**src/rtl/trig_pkg.sv**
```systemverilog
// Shared constants, quadrant type and the quarter-wave sine table for the trigonometry unit.
// The table is also the golden reference used by verification.
package trig_pkg;

    localparam int AMP       = 1000;
    localparam int ANGLE_MAX = 360;
    localparam int QUARTER   = 90;
    localparam int MAG_W     = 11;
    localparam int ADDR_W    = 7;

    typedef enum logic [1:0] {
        QuadI,
        QuadII,
        QuadIII,
        QuadIV
    } quadrant_e;

    // T[k] = round(1000 * sin(k deg)), k = 0..90
    localparam logic [MAG_W-1:0] SIN_TABLE [0:QUARTER] = '{
        11'd0,   11'd17,  11'd35,  11'd52,  11'd70,  11'd87,  11'd105, 11'd122, 11'd139, 11'd156,
        11'd174, 11'd191, 11'd208, 11'd225, 11'd242, 11'd259, 11'd276, 11'd292, 11'd309, 11'd326,
        11'd342, 11'd358, 11'd375, 11'd391, 11'd407, 11'd423, 11'd438, 11'd454, 11'd469, 11'd485,
        11'd500, 11'd515, 11'd530, 11'd545, 11'd559, 11'd574, 11'd588, 11'd602, 11'd616, 11'd629,
        11'd643, 11'd656, 11'd669, 11'd682, 11'd695, 11'd707, 11'd719, 11'd731, 11'd743, 11'd755,
        11'd766, 11'd777, 11'd788, 11'd799, 11'd809, 11'd819, 11'd829, 11'd839, 11'd848, 11'd857,
        11'd866, 11'd875, 11'd883, 11'd891, 11'd899, 11'd906, 11'd914, 11'd921, 11'd927, 11'd934,
        11'd940, 11'd946, 11'd951, 11'd956, 11'd961, 11'd966, 11'd970, 11'd974, 11'd978, 11'd982,
        11'd985, 11'd988, 11'd990, 11'd993, 11'd995, 11'd996, 11'd998, 11'd999, 11'd999, 11'd1000,
        11'd1000
    };

endpackage

```
**src/rtl/trig_quarter_rom.sv**
```systemverilog
// Dual-read combinational quarter-wave sine ROM serving the sin and cos lookups in parallel.
module trig_quarter_rom
    import trig_pkg::*;
(
    input  logic [ADDR_W-1:0] i_sin_addr,
    input  logic [ADDR_W-1:0] i_cos_addr,
    output logic [MAG_W-1:0]  o_sin_mag,
    output logic [MAG_W-1:0]  o_cos_mag
);

    // Addresses above 90 never occur after folding; return 0 rather than read past the table.
    always_comb begin
        o_sin_mag = '0;
        o_cos_mag = '0;
        if (i_sin_addr <= ADDR_W'(QUARTER)) o_sin_mag = SIN_TABLE[i_sin_addr];
        if (i_cos_addr <= ADDR_W'(QUARTER)) o_cos_mag = SIN_TABLE[i_cos_addr];
    end

endmodule

```
**src/rtl/trigonometry_unit.sv**
```systemverilog
// Registered cos/sin generator: integer degrees in, AMP-scaled signed values out, 1-cycle latency.
// Range reduction, quadrant folding and lookup are combinational ahead of the output registers.
module trigonometry_unit #(
    parameter int AMP       = trig_pkg::AMP,
    parameter int ANGLE_MAX = trig_pkg::ANGLE_MAX
) (
    input  logic               i_clock,
    input  logic               i_RESET,
    input  logic signed [31:0] i_theta,
    output logic signed [31:0] o_cos,
    output logic signed [31:0] o_sin
);

    import trig_pkg::*;

    logic                    in_range;
    logic [8:0]              angle;
    quadrant_e               quad;
    logic [ADDR_W-1:0]       sin_addr;
    logic [ADDR_W-1:0]       cos_addr;
    logic                    sin_neg;
    logic                    cos_neg;
    logic [MAG_W-1:0]        sin_mag;
    logic [MAG_W-1:0]        cos_mag;
    logic signed [MAG_W-1:0] sin_val;
    logic signed [MAG_W-1:0] cos_val;
    logic signed [31:0]      cos_q;
    logic signed [31:0]      sin_q;

    // For in-range inputs the low 9 bits plus 360 (mod 512) give the wrapped angle; -360 lands on 0.
    always_comb begin
        in_range = (i_theta >= -ANGLE_MAX) && (i_theta <= ANGLE_MAX);
        angle    = i_theta[31] ? (i_theta[8:0] + 9'(ANGLE_MAX)) : i_theta[8:0];
        if (!in_range || angle == 9'(ANGLE_MAX)) angle = '0;
    end

    always_comb begin
        if (angle <= 9'd90)       quad = QuadI;
        else if (angle <= 9'd180) quad = QuadII;
        else if (angle <= 9'd270) quad = QuadIII;
        else                      quad = QuadIV;
    end

    always_comb begin
        sin_addr = '0;
        cos_addr = '0;
        sin_neg  = 1'b0;
        cos_neg  = 1'b0;
        unique case (quad)
            QuadI: begin
                sin_addr = ADDR_W'(angle);
                cos_addr = ADDR_W'(9'd90 - angle);
            end
            QuadII: begin
                sin_addr = ADDR_W'(9'd180 - angle);
                cos_addr = ADDR_W'(angle - 9'd90);
                cos_neg  = 1'b1;
            end
            QuadIII: begin
                sin_addr = ADDR_W'(angle - 9'd180);
                cos_addr = ADDR_W'(9'd270 - angle);
                sin_neg  = 1'b1;
                cos_neg  = 1'b1;
            end
            QuadIV: begin
                sin_addr = ADDR_W'(9'd360 - angle);
                cos_addr = ADDR_W'(angle - 9'd270);
                sin_neg  = 1'b1;
            end
            default: ;
        endcase
    end

    trig_quarter_rom u_rom (
        .i_sin_addr (sin_addr),
        .i_cos_addr (cos_addr),
        .o_sin_mag  (sin_mag),
        .o_cos_mag  (cos_mag)
    );

    // Magnitudes are at most 1000, so the 11-bit signed view is always non-negative before negation.
    always_comb begin
        sin_val = sin_neg ? -$signed(sin_mag) : $signed(sin_mag);
        cos_val = cos_neg ? -$signed(cos_mag) : $signed(cos_mag);
    end

    always_ff @(posedge i_clock) begin
        if (i_RESET) begin
            cos_q <= 32'(AMP);
            sin_q <= '0;
        end else begin
            cos_q <= {{(32-MAG_W){cos_val[MAG_W-1]}}, cos_val};
            sin_q <= {{(32-MAG_W){sin_val[MAG_W-1]}}, sin_val};
        end
    end

    assign o_cos = cos_q;
    assign o_sin = sin_q;

endmodule

```
**config.mk**
```make
export PLATFORM = sky130hd
export DESIGN_NAME = trigonometry_unit
export DESIGN_NICKNAME = d
export VERILOG_FILES = /design/src/rtl/trig_pkg.sv /design/src/rtl/trig_quarter_rom.sv /design/src/rtl/trigonometry_unit.sv
export SDC_FILE = /design/constraint.sdc
export NUM_CORES = 1
export LEC_CHECK = 0
export BUFFER_PORTS_ARGS = -buffer_cell sky130_fd_sc_hd__buf_2
export CORE_MARGIN = 2
export CORE_UTILIZATION = 40
export DETAILED_ROUTE_END_ITERATION = 10
export GPL_TIMING_DRIVEN = 0
export SKIP_CTS_REPAIR_TIMING = 1
export SLEW_MARGIN = 20
export SYNTH_ARGS = -nofsm -noshare
export SYNTH_HDL_FRONTEND = slang
export SYNTH_SLANG_ARGS = --single-unit
export TNS_END_PERCENT = 100
```
**constraint.sdc**
```tcl
create_clock -name i_clock -period 17.1 [get_ports i_clock]
set_input_delay 0 -clock i_clock [delete_from_list [all_inputs] [get_ports i_clock]]
set_output_delay 0 -clock i_clock [all_outputs]
set_load 0.05 [all_outputs]
```
==> key figures, run 1 <==
Floorplan
  • Core area: 13800 um2
  • I/O pin cnt: 98
  • Die area: 15000 um2
  • Die height: 123 um
  • Starting Density: 0.407
  • Num rows: 43
  • Die X: 123 um

Pwr
  • PwrDens: 21.7 nW/um2
  • VDD IR-drop max: 0.0281 mV
  • Leakage: 2.67 nW
  • PnR Total Power: 139 uW

Synthesis
  • Post-synth EDFFs: 0
  • Post-synth top area cell: dfxtp_1
  • Mapped Cells: 810
  • Synth warn: 0
  • Syn avg cell area: 6.94 um2
  • Syn Nets: 880
  • Post-synth ARST share: 0
  • Seq/Total Area, Yosys: 0.0783
  • Distinct cells, synth: 96
  • Area of the mapped netlist: 5620 um2
  • Synth top area cells: dfxtp_1, ha_1, buf_4, nor2_1, a21oi_1
  • Yosys top cell area share: 0.0783
  • #FFs+latches synth: 22
  • Top FF cell, synth: dfxtp_1

Status
  • Outcome: complete, no violations

Place
  • Area post-placement: 6300 um2
  • Final Wtd Congestion: 1.04
  • Final HPWL DP: 15000 um
  • Placed Cells: 1081
  • Number of port buffers: 91

Clock network
  • CTS tree: built
  • CTS Buf Count: 3
  • Clock root cell: clkbuf_16
  • Worst-path clk slew: 50 ps
  • CTS HTree Levels: 1
  • Clk sinks: 22
  • CTS Buffer Depth: 2

Layout
  • Multi-input combinational cell area: 4450 um2
  • Layout overhead on the synthesized area: 13.7%
  • Final Non-Filler Cells: 1085
  • Fillers: 1450
  • Final core occ: 0.462
  • Post-route cell area: 6390 um2
  • Antenna diodes: 0
  • Share of layout cells above drive strength 1: 0.231
  • Seq. cell area: 440 um2
  • Final nets: 976

Routing
  • Vias: 6827
  • Initial DRT Pass Iterations: 6
  • Routed Antenna Nets: 0
  • Total Wirelength: 19800 um
  • Drt drc: 0
  • Initial detailed-routing violation count: 722
  • Vias/cell: 6.29
  • Wirelength per Cell: 18.2 um

Timing
  • Crit share post-route: 0.596
  • Fin. max-slew vios: 0
  • Slew headroom: 0.394
  • Setup tns final: 0 ps
  • Fmax: 98.1 MHz
  • Number of setup violations in the final report: 0
  • Worst Tran Pin Value: 884 ps
  • RSZ-0062 raised after global routing: false
  • Tmin final: 10190 ps
  • Final Hold Fails: 0

Global routing
  • Gr usage total: 0.256
  • Vias in the first global route: 6115
  • Total global routing overflow: 0
  • Initial antenna violation count: 0
  • Largest net degree at the start of global routing: 23
  • First-pass GRT wire length: 31500 um

Setup path
  • Buf/Inv on CP: 7
  • Top delay family on crit path: compound AO/OA/AOI/OAI gates
  • Top cell by count, worst path: ha_1
  • Critical Path Start Type: input port
  • CP Max Fanout: 14
  • CP max-delay cell: clkinv_1
  • Max incr delay on CP: 790 ps
  • Critical path data required time: 17230 ps
  • Worst Path Arrival: 10320 ps
  • Worst Setup End Kind: register
  • Critical path type: in -> reg

Run
  • Max-Cap Viols: 0

Hold path
  • Hold crit path type: in -> reg
## sequential cells by signal (all words and copies together) (netlist names)
register	flops
o_cos	11
o_sin	11
## layout make-up
type	instances	area share
flip-flops and latches	22	0.0689
repair buffers	91	0.0712
inverters	32	0.0192
multi-input cells	652	0.696
well taps	180	0.0352
clock buffers	4	0.0139
plain buffers	104	0.0953
## layout by cell type (no fill, tap or decap), types with 12 or more instances in the layout
cell type,count
clkbuf_1,34
nor3_1,23
nand2_1,64
dfxtp_1,22
xnor2_1,20
o21ai_0,54
a211oi_1,17
inv_1,27
nand3_1,20
o211ai_1,16
buf_2,107
ha_1,35
mux2i_1,13
or3_1,12
a21oi_1,55
o31ai_1,15
nor2_1,79
buf_4,47
nor4_1,14
a31oi_1,18
## logic make-up (layout without fill, tap and decap cells)
group / Yosys count / after routing / synth area share
AO/OA/AOI/OAI: 296 / 296 / 0.382
AND/OR/NAND/NOR: 269 / 269 / 0.238
buffers and inverters: 136 / 231 / 0.130
adder cells (fa/ha/maj): 36 / 36 / 0.0814
XOR/XNOR: 30 / 30 / 0.0492
flip-flops: 22 / 22 / 0.0783
multiplexers: 21 / 21 / 0.0412
## metrics by stage
step           setup WS, ps  hold WS, ps
2_1_floorplan          9470          346
3_3_place_gp           6940          407
3_5_place_dp           7140          394
4_1_cts                7370          143
5_1_grt                6460          183
6_report               6910          139
## synthesized netlist by cell type, types with 6 or more instances
master and number:
nor2_1 79, nand2_1 64, a21oi_1 55, o21ai_0 54, buf_4 47, ha_1 35
clkbuf_1 34, inv_1 27, nor3_1 23, dfxtp_1 22, nand3_1 20, xnor2_1 20
a31oi_1 18, a211oi_1 17, buf_2 16, o211ai_1 16, o31ai_1 15, nor4_1 14
mux2i_1 13, or3_1 12, nand4_1 9, xor2_1 9, o22ai_1 8, a2111oi_0 7
mux2_2 7, nand2b_1 7, a211o_1 6, o32ai_1 6
## layer usage
metal	global-route usage	routed length (um)
met1	0.341	8370
met2	0.410	8510
met3	0.0400	2230
met4	0.106	682
met5	0	0
## final timing paths
check	start	end	slack (ps)	depth (start not counted)
hold / removal	i_RESET	o_cos[3]	140	2
setup / recovery	i_theta[2]	o_sin[4]	6910	35
## where the power goes
group / switching [mW] / leakage, nW / internal, mW / total, mW
Combinational: 0.0225 / 2.44 / 0.0129 / 0.0353
Clock: 0.0168 / 0.0442 / 0.0356 / 0.0524
Sequential: 0.0000000150 / 0.177 / 0.0513 / 0.0513
No activity file was read; power rests on OpenSTA's default activity.
==> run 2, diff against run 1 <==
--- a/config.mk
+++ b/config.mk
@@ -5,6 +5,7 @@
 export SDC_FILE = /design/constraint.sdc
 export NUM_CORES = 1
 export LEC_CHECK = 0
+export ABC_AREA = 1
 export BUFFER_PORTS_ARGS = -buffer_cell sky130_fd_sc_hd__buf_2
 export CORE_MARGIN = 2
 export CORE_UTILIZATION = 40
==> constraint.sdc (replaced) <==
create_clock -name i_clock -period 10.45 [get_ports i_clock]
set_input_delay 0 -clock i_clock [delete_from_list [all_inputs] [get_ports i_clock]]
set_output_delay 0 -clock i_clock [all_outputs]
set_load 0.05 [all_outputs]
==> run 2 against run 1 <==
  * Wire length fell by 6.1%
  * Total power rose to 7.3 times the previous value
  * Critical endpoint is now o_sin[6]
  * Worst setup slack got worse by 3100 ps
  * Clock power rose by 100%
  * Utilization rose by 0.056 points
  * Final area rose by 4.4%
  * Area after synthesis rose by 4.1%
  * Combinational power rose to 23 times the previous value
==> key figures, run 2 <==
Layout
  • Antenna diodes: 0 (unchanged)
  • Final Non-Filler Cells: 1353 (was 1085)
  • Commonest non-fill, non-tap cell in the layout: nand2_1 (was buf_2)
  • Post-route cell area: 6680 um2 (was 6390 um2)
  • Most frequent cells in the layout: nand2_1, nand3_1, nor2_1 (was buf_2, nor2_1, nand2_1)
  • Fillers: 1598 (was 1450)
  • Final nets: 1240 (was 976)
  • Layout overhead on the synthesized area: 14.0% (was 13.7%)
  • Seq. cell area: 440 um2 (unchanged)
  • Final core occ: 0.463 (was 0.462)
  • Multi-input combinational cell area: 4470 um2 (was 4450 um2)
  • Share of layout cells above drive strength 1: 0.222 (was 0.231)

Timing
  • Number of setup violations in the final report: 0 (unchanged)
  • Final Hold Fails: 0 (unchanged)
  • Fmax: 151 MHz
  • Worst Tran Pin Value: 662 ps (was 884 ps)
  • Worst hold slack: 32.0 ps (was 139 ps)
  • Crit share post-route: 0.635
  • Tmin final: 6640 ps
  • Slew headroom: 0.558 (was 0.394)
  • Fin. max-slew vios: 0 (unchanged)
  • Post-route setup slack: 3810 ps (was 6910 ps)
  • Setup tns final: 0 ps (unchanged)
  • RSZ-0062 raised after global routing: false (unchanged)

Global routing
  • Initial antenna violation count: 0 (unchanged)
  • Largest net degree at the start of global routing: 23 (unchanged)
  • Gr usage total: 0.228 (was 0.256)
  • Vias in the first global route: 6142 (was 6115)
  • Total global routing overflow: 0 (unchanged)
  • First-pass GRT wire length: 30400 um (was 31500 um)

Routing
  • Total Wirelength: 18600 um (was 19800 um)
  • Routed Antenna Nets: 0 (unchanged)
  • Drt drc: 0 (unchanged)
  • Vias: 7017 (was 6827)
  • Initial DRT Pass Iterations: 6 (unchanged)
  • Initial detailed-routing violation count: 744 (was 722)
  • Wirelength per Cell: 13.7 um (was 18.2 um)
  • Vias/cell: 5.19 (was 6.29)

Clock network
  • Clock root cell: clkbuf_16 (unchanged)
  • CTS Buf Count: 3 (unchanged)
  • CTS HTree Levels: 1 (unchanged)
  • Worst-path clk slew: 60 ps (was 50 ps)
  • CTS tree: built (unchanged)
  • Clk sinks: 22 (unchanged)
  • CTS Buffer Depth: 2 (unchanged)

Setup path
  • Critical Path Start Type: input port (unchanged)
  • CP max-delay cell: o31ai_1 (was clkinv_1)
  • Top delay family on crit path: simple AND/OR/NAND/NOR gates (was compound AO/OA/AOI/OAI gates)
  • Worst Path Arrival: 6790 ps (was 10320 ps)
  • Critical path data required time: 10600 ps (was 17230 ps)
  • Buf/Inv on CP: 11 (was 7)
  • Worst Setup End Kind: register (unchanged)
  • Max incr delay on CP: 380 ps (was 790 ps)
  • CP Max Fanout: 15 (was 14)
  • Top cell by count, worst path: nand2_1 (was ha_1)
  • Critical path type: in -> reg (unchanged)

Run
  • Max-Cap Viols: 0 (unchanged)

Synthesis
  • #FFs+latches synth: 22 (unchanged)
  • Distinct cells, synth: 49 (was 96)
  • Syn avg cell area: 5.48 um2 (was 6.94 um2)
  • Post-synth EDFFs: 0 (unchanged)
  • Post-synth top area cell: nand2_1 (was dfxtp_1)
  • Top FF cell, synth: dfxtp_1 (unchanged)
  • Post-synth ARST share: 0 (unchanged)
  • Syn Nets: 1138 (was 880)
  • Synth top area cells: nand2_1, nand3_1, dfxtp_1, nor2_1, ha_1 (was dfxtp_1, ha_1, buf_4, nor2_1, a21oi_1)
  • Area of the mapped netlist: 5860 um2 (was 5620 um2)
  • Synth warn: 0 (unchanged)
  • Yosys top cell area share: 0.229 (was 0.0783)
  • Count leader, synth: nand2_1 (was nor2_1)
  • Mapped Cells: 1068 (was 810)
  • Seq/Total Area, Yosys: 0.0752 (was 0.0783)
  • Most instantiated cells after synthesis: nand2_1, nand3_1, nor2_1 (was nor2_1, nand2_1, a21oi_1)

Place
  • Number of port buffers: 97 (was 91)
  • Placed Cells: 1349 (was 1081)
  • Area post-placement: 6570 um2 (was 6300 um2)
  • Final HPWL DP: 14600 um (was 15000 um)
  • Post-Place Worst Slack: 3680 ps (was 7140 ps)
  • Final Wtd Congestion: 0.975 (was 1.04)

Hold path
  • Hold crit path type: in -> reg (unchanged)

Floorplan
  • Num rows: 44 (was 43)
  • Die X: 125 um (was 123 um)
  • Starting Density: 0.406 (was 0.407)
  • Core area: 14400 um2 (was 13800 um2)
  • Die area: 15600 um2 (was 15000 um2)
  • Die height: 125 um (was 123 um)
  • I/O pin cnt: 98 (unchanged)

Pwr
  • PwrDens: 153 nW/um2 (was 21.7 nW/um2)
  • VDD IR-drop max: 0.0689 mV (was 0.0281 mV)
  • PnR Total Power: 1.02 mW (was 139 uW)
  • Leakage: 3.69 nW (was 2.67 nW)

Status
  • Outcome: complete, no violations (unchanged)
==> run 2: cell type report <==
cell class,count,share of cell area
Tap cell,184,0.0345
Clock buffer,3,0.0112
Inverter,115,0.0654
Timing Repair Buffer,97,0.0727
Multi-Input combinational cell,863,0.669
Buffer,68,0.0763
Clock inverter,1,0.00450
Sequential cell,22,0.0660
==> run 2: power breakdown <==
part           switching, mW  leakage [nW]  internal [mW]
Combinational          0.562          3.46          0.235
Sequential           0.00810         0.183          0.108
Clock                 0.0296        0.0511         0.0760
Total                  0.600          3.69          0.419
==> run 2: worst paths after layout <==
kind       start        to  depth (start not counted)
min      i_RESET  o_sin[4]                          2
max   i_theta[4]  o_sin[6]                         46
==> run 2: logic make-up (layout without fill, tap and decap cells) <==
family | count (synthesis) | after routing | share of synthesized area
AOI/OAI and AO/OA | 79 | 79 | 0.0852
xor gates and xnor gates | 12 | 12 | 0.0179
buffers and inverters | 183 | 284 | 0.162
adders and majority gates | 36 | 36 | 0.0782
and+or+nand+nor | 736 | 736 | 0.582
DFF | 22 | 22 | 0.0752
==> run 2: routing by layer <==
| layer | share of wire | vias up | GRT usage |
|---|---|---|---|
| li1 | - | 3605 | - |
| met1 | 0.45 | 3022 | 0.315 |
| met2 | 0.45 | 340 | 0.380 |
| met3 | 0.085 | 50 | 0.0240 |
| met4 | 0.021 | 0 | 0.0608 |
| met5 | 0 | - | 0 |
==> run 3, diff against run 2 <==
--- a/config.mk
+++ b/config.mk
@@ -5,7 +5,7 @@
 export SDC_FILE = /design/constraint.sdc
 export NUM_CORES = 1
 export LEC_CHECK = 0
-export ABC_AREA = 1
+export ABC_AREA = 0
 export BUFFER_PORTS_ARGS = -buffer_cell sky130_fd_sc_hd__buf_2
 export CORE_MARGIN = 2
 export CORE_UTILIZATION = 40
==> constraint.sdc (replaced) <==
create_clock -name i_clock -period 5.85 [get_ports i_clock]
set_input_delay 0 -clock i_clock [delete_from_list [all_inputs] [get_ports i_clock]]
set_output_delay 0 -clock i_clock [all_outputs]
set_load 0.05 [all_outputs]
==> run 3 against run 2 <==
  * The run now ends with setup timing left
  * First-iteration DRC count is 7.8% higher
  * Non-clock buffer count is 111 higher
  * Via count is 4.4% higher
  * Largest cell class unchanged
==> key figures, run 3 (same netlist as run 1, synthesis figures left out) <==
Timing
  • Fmax: 146 MHz
  • Fin. max-slew vios: 0 (unchanged)
  • Tmin final: 6860 ps
  • Post-route setup slack: -1010 ps (was 3810 ps)
  • Crit share post-route: 1.17
  • Worst hold slack: 157 ps (was 32.0 ps)
  • Final Hold Fails: 0 (unchanged)
  • RSZ-0062 raised after global routing: true (was false)
  • Slew headroom: 0.353 (was 0.558)
  • Number of setup violations in the final report: 22 (was 0)
  • Worst Tran Pin Value: 962 ps (was 662 ps)

Setup path
  • CP max-delay cell: or4_1 (was o31ai_1)
  • Critical path type: in -> reg (unchanged)
  • Worst Path Arrival: 7050 ps (was 6790 ps)
  • Critical path data required time: 6030 ps (was 10600 ps)
  • CP Max Fanout: 10 (was 15)
  • Worst Setup End Kind: register (unchanged)
  • Max incr delay on CP: 470 ps (was 380 ps)
  • Critical Path Start Type: input port (unchanged)

Global routing
  • Vias in the first global route: 6323 (was 6142)
  • Largest net degree at the start of global routing: 23 (unchanged)
  • Gr usage total: 0.270 (was 0.228)
  • Initial antenna violation count: 0 (unchanged)
  • First-pass GRT wire length: 33100 um (was 30400 um)
  • Total global routing overflow: 0 (unchanged)

Clock network
  • Clock root cell: clkbuf_16 (unchanged)
  • CTS Buffer Depth: 2 (unchanged)
  • Clk sinks: 22 (unchanged)
  • CTS HTree Levels: 1 (unchanged)
  • CTS Buf Count: 3 (unchanged)
  • Worst-path clk slew: 50 ps (was 60 ps)
  • CTS tree: built (unchanged)

Place
  • Final Wtd Congestion: 0.979 (was 0.975)
  • Number of port buffers: 91 (was 97)
  • Post-Place Worst Slack: -2100 ps (was 3680 ps)
  • Placed Cells: 1081 (was 1349)
  • Final HPWL DP: 15700 um (was 14600 um)

Layout
  • Share of layout cells above drive strength 1: 0.427 (was 0.222)
  • Antenna diodes: 0 (unchanged)
  • Most frequent cells in the layout: buf_4, buf_2, nor2_1 (was nand2_1, nand3_1, nor2_1)
  • Layout overhead on the synthesized area: 43.5% (was 14.0%)
  • Commonest non-fill, non-tap cell in the layout: buf_4 (was nand2_1)
  • Final Non-Filler Cells: 1166 (was 1353)
  • Final core occ: 0.584 (was 0.463)
  • Final nets: 1057 (was 1240)

Pwr
  • PnR Total Power: 446 uW (was 1.02 mW)
  • Leakage: 3.40 nW (was 3.69 nW)
  • VDD IR-drop max: 0.0693 mV (was 0.0689 mV)
  • PwrDens: 55.2 nW/um2 (was 153 nW/um2)

Routing
  • Initial detailed-routing violation count: 802 (was 744)
  • Vias/cell: 6.28 (was 5.19)
  • Wirelength per Cell: 18.7 um (was 13.7 um)
  • Vias: 7323 (was 7017)
  • Routed Antenna Nets: 0 (unchanged)
  • Drt drc: 0 (unchanged)
  • Initial DRT Pass Iterations: 5 (was 6)
  • Total Wirelength: 21800 um (was 18600 um)

Floorplan
  • Die height: 123 um (was 125 um)
  • I/O pin cnt: 98 (unchanged)
  • Num rows: 43 (was 44)
  • Core area: 13800 um2 (was 14400 um2)
  • Starting Density: 0.407 (was 0.406)
  • Die area: 15000 um2 (was 15600 um2)
  • Die X: 123 um (was 125 um)

Status
  • Outcome: finished, violations left (was complete, no violations)
  • Failing checks: setup timing

Run
  • Max-Cap Viols: 0 (unchanged)

Hold path
  • Hold crit path type: in -> reg (unchanged)
-- run 3: cell count changes in the layout (fill, tap and decap cells not counted), moves of 13 or more --
cell     before  now
nor2_1      117   72
nand4_1      22    9
o21ai_0      19   44
inv_1        94   19
nand2_2      21    7
xnor2_1       2   15
nand2_1     357   58
buf_4        48  128
a21oi_1      22   45
nand3_1     147   19
-- run 3: path summary, 6_finish.rpt --
check	from	to	slack (ps)	cells after the start
worst max-delay path	i_theta[1]	o_cos[6]	-1010	35
worst min-delay path	i_RESET	o_cos[3]	160	2
-- run 3: power by group --
group / internal (mW) / switching, mW / leakage, nW
Clock: 0.104 / 0.0486 / 0.0442
Combinational: 0.0629 / 0.0804 / 3.18
Sequential: 0.150 / 0.0000000431 / 0.177
Total: 0.317 / 0.129 / 3.40
-- run 3: layout make-up --
cell class	count	area [um2]
buffer	99	757
multi-input combinational	652	5260
timing repair buffer	177	1150
tap	180	225
inverter	32	158
fill	1289	5750
clock buffer	4	88.8
sequential	22	440
-- run 3: metal layers --
metal	GRT usage	up-vias	wire length, um
met5	0	-	0
met4	0.102	0	569
met3	0.0279	68	2050
met2	0.441	484	10100
met1	0.365	3379	9030
li1	-	3392	-
-- run 3: critical path, delay by kind of cell --
family | cells | cell delay (ps)
adders and majority gates | 4 | 940
AOI/OAI and AO/OA | 10 | 2670
muxes | 2 | 450
and+or+nand+nor | 10 | 1750
buffers and inverters | 9 | 1240
-- run 3: through the flow --
| stage | setup TNS [ps] | area, um2 |
|---|---|---|
| after floorplan | -6330 | 6020 |
| after global placement | -38450 | 6700 |
| after detailed placement | -37030 | 6700 |
| after CTS | -32300 | 6790 |
| after global routing | -22270 | 8070 |
| final | -16540 | 8070 |
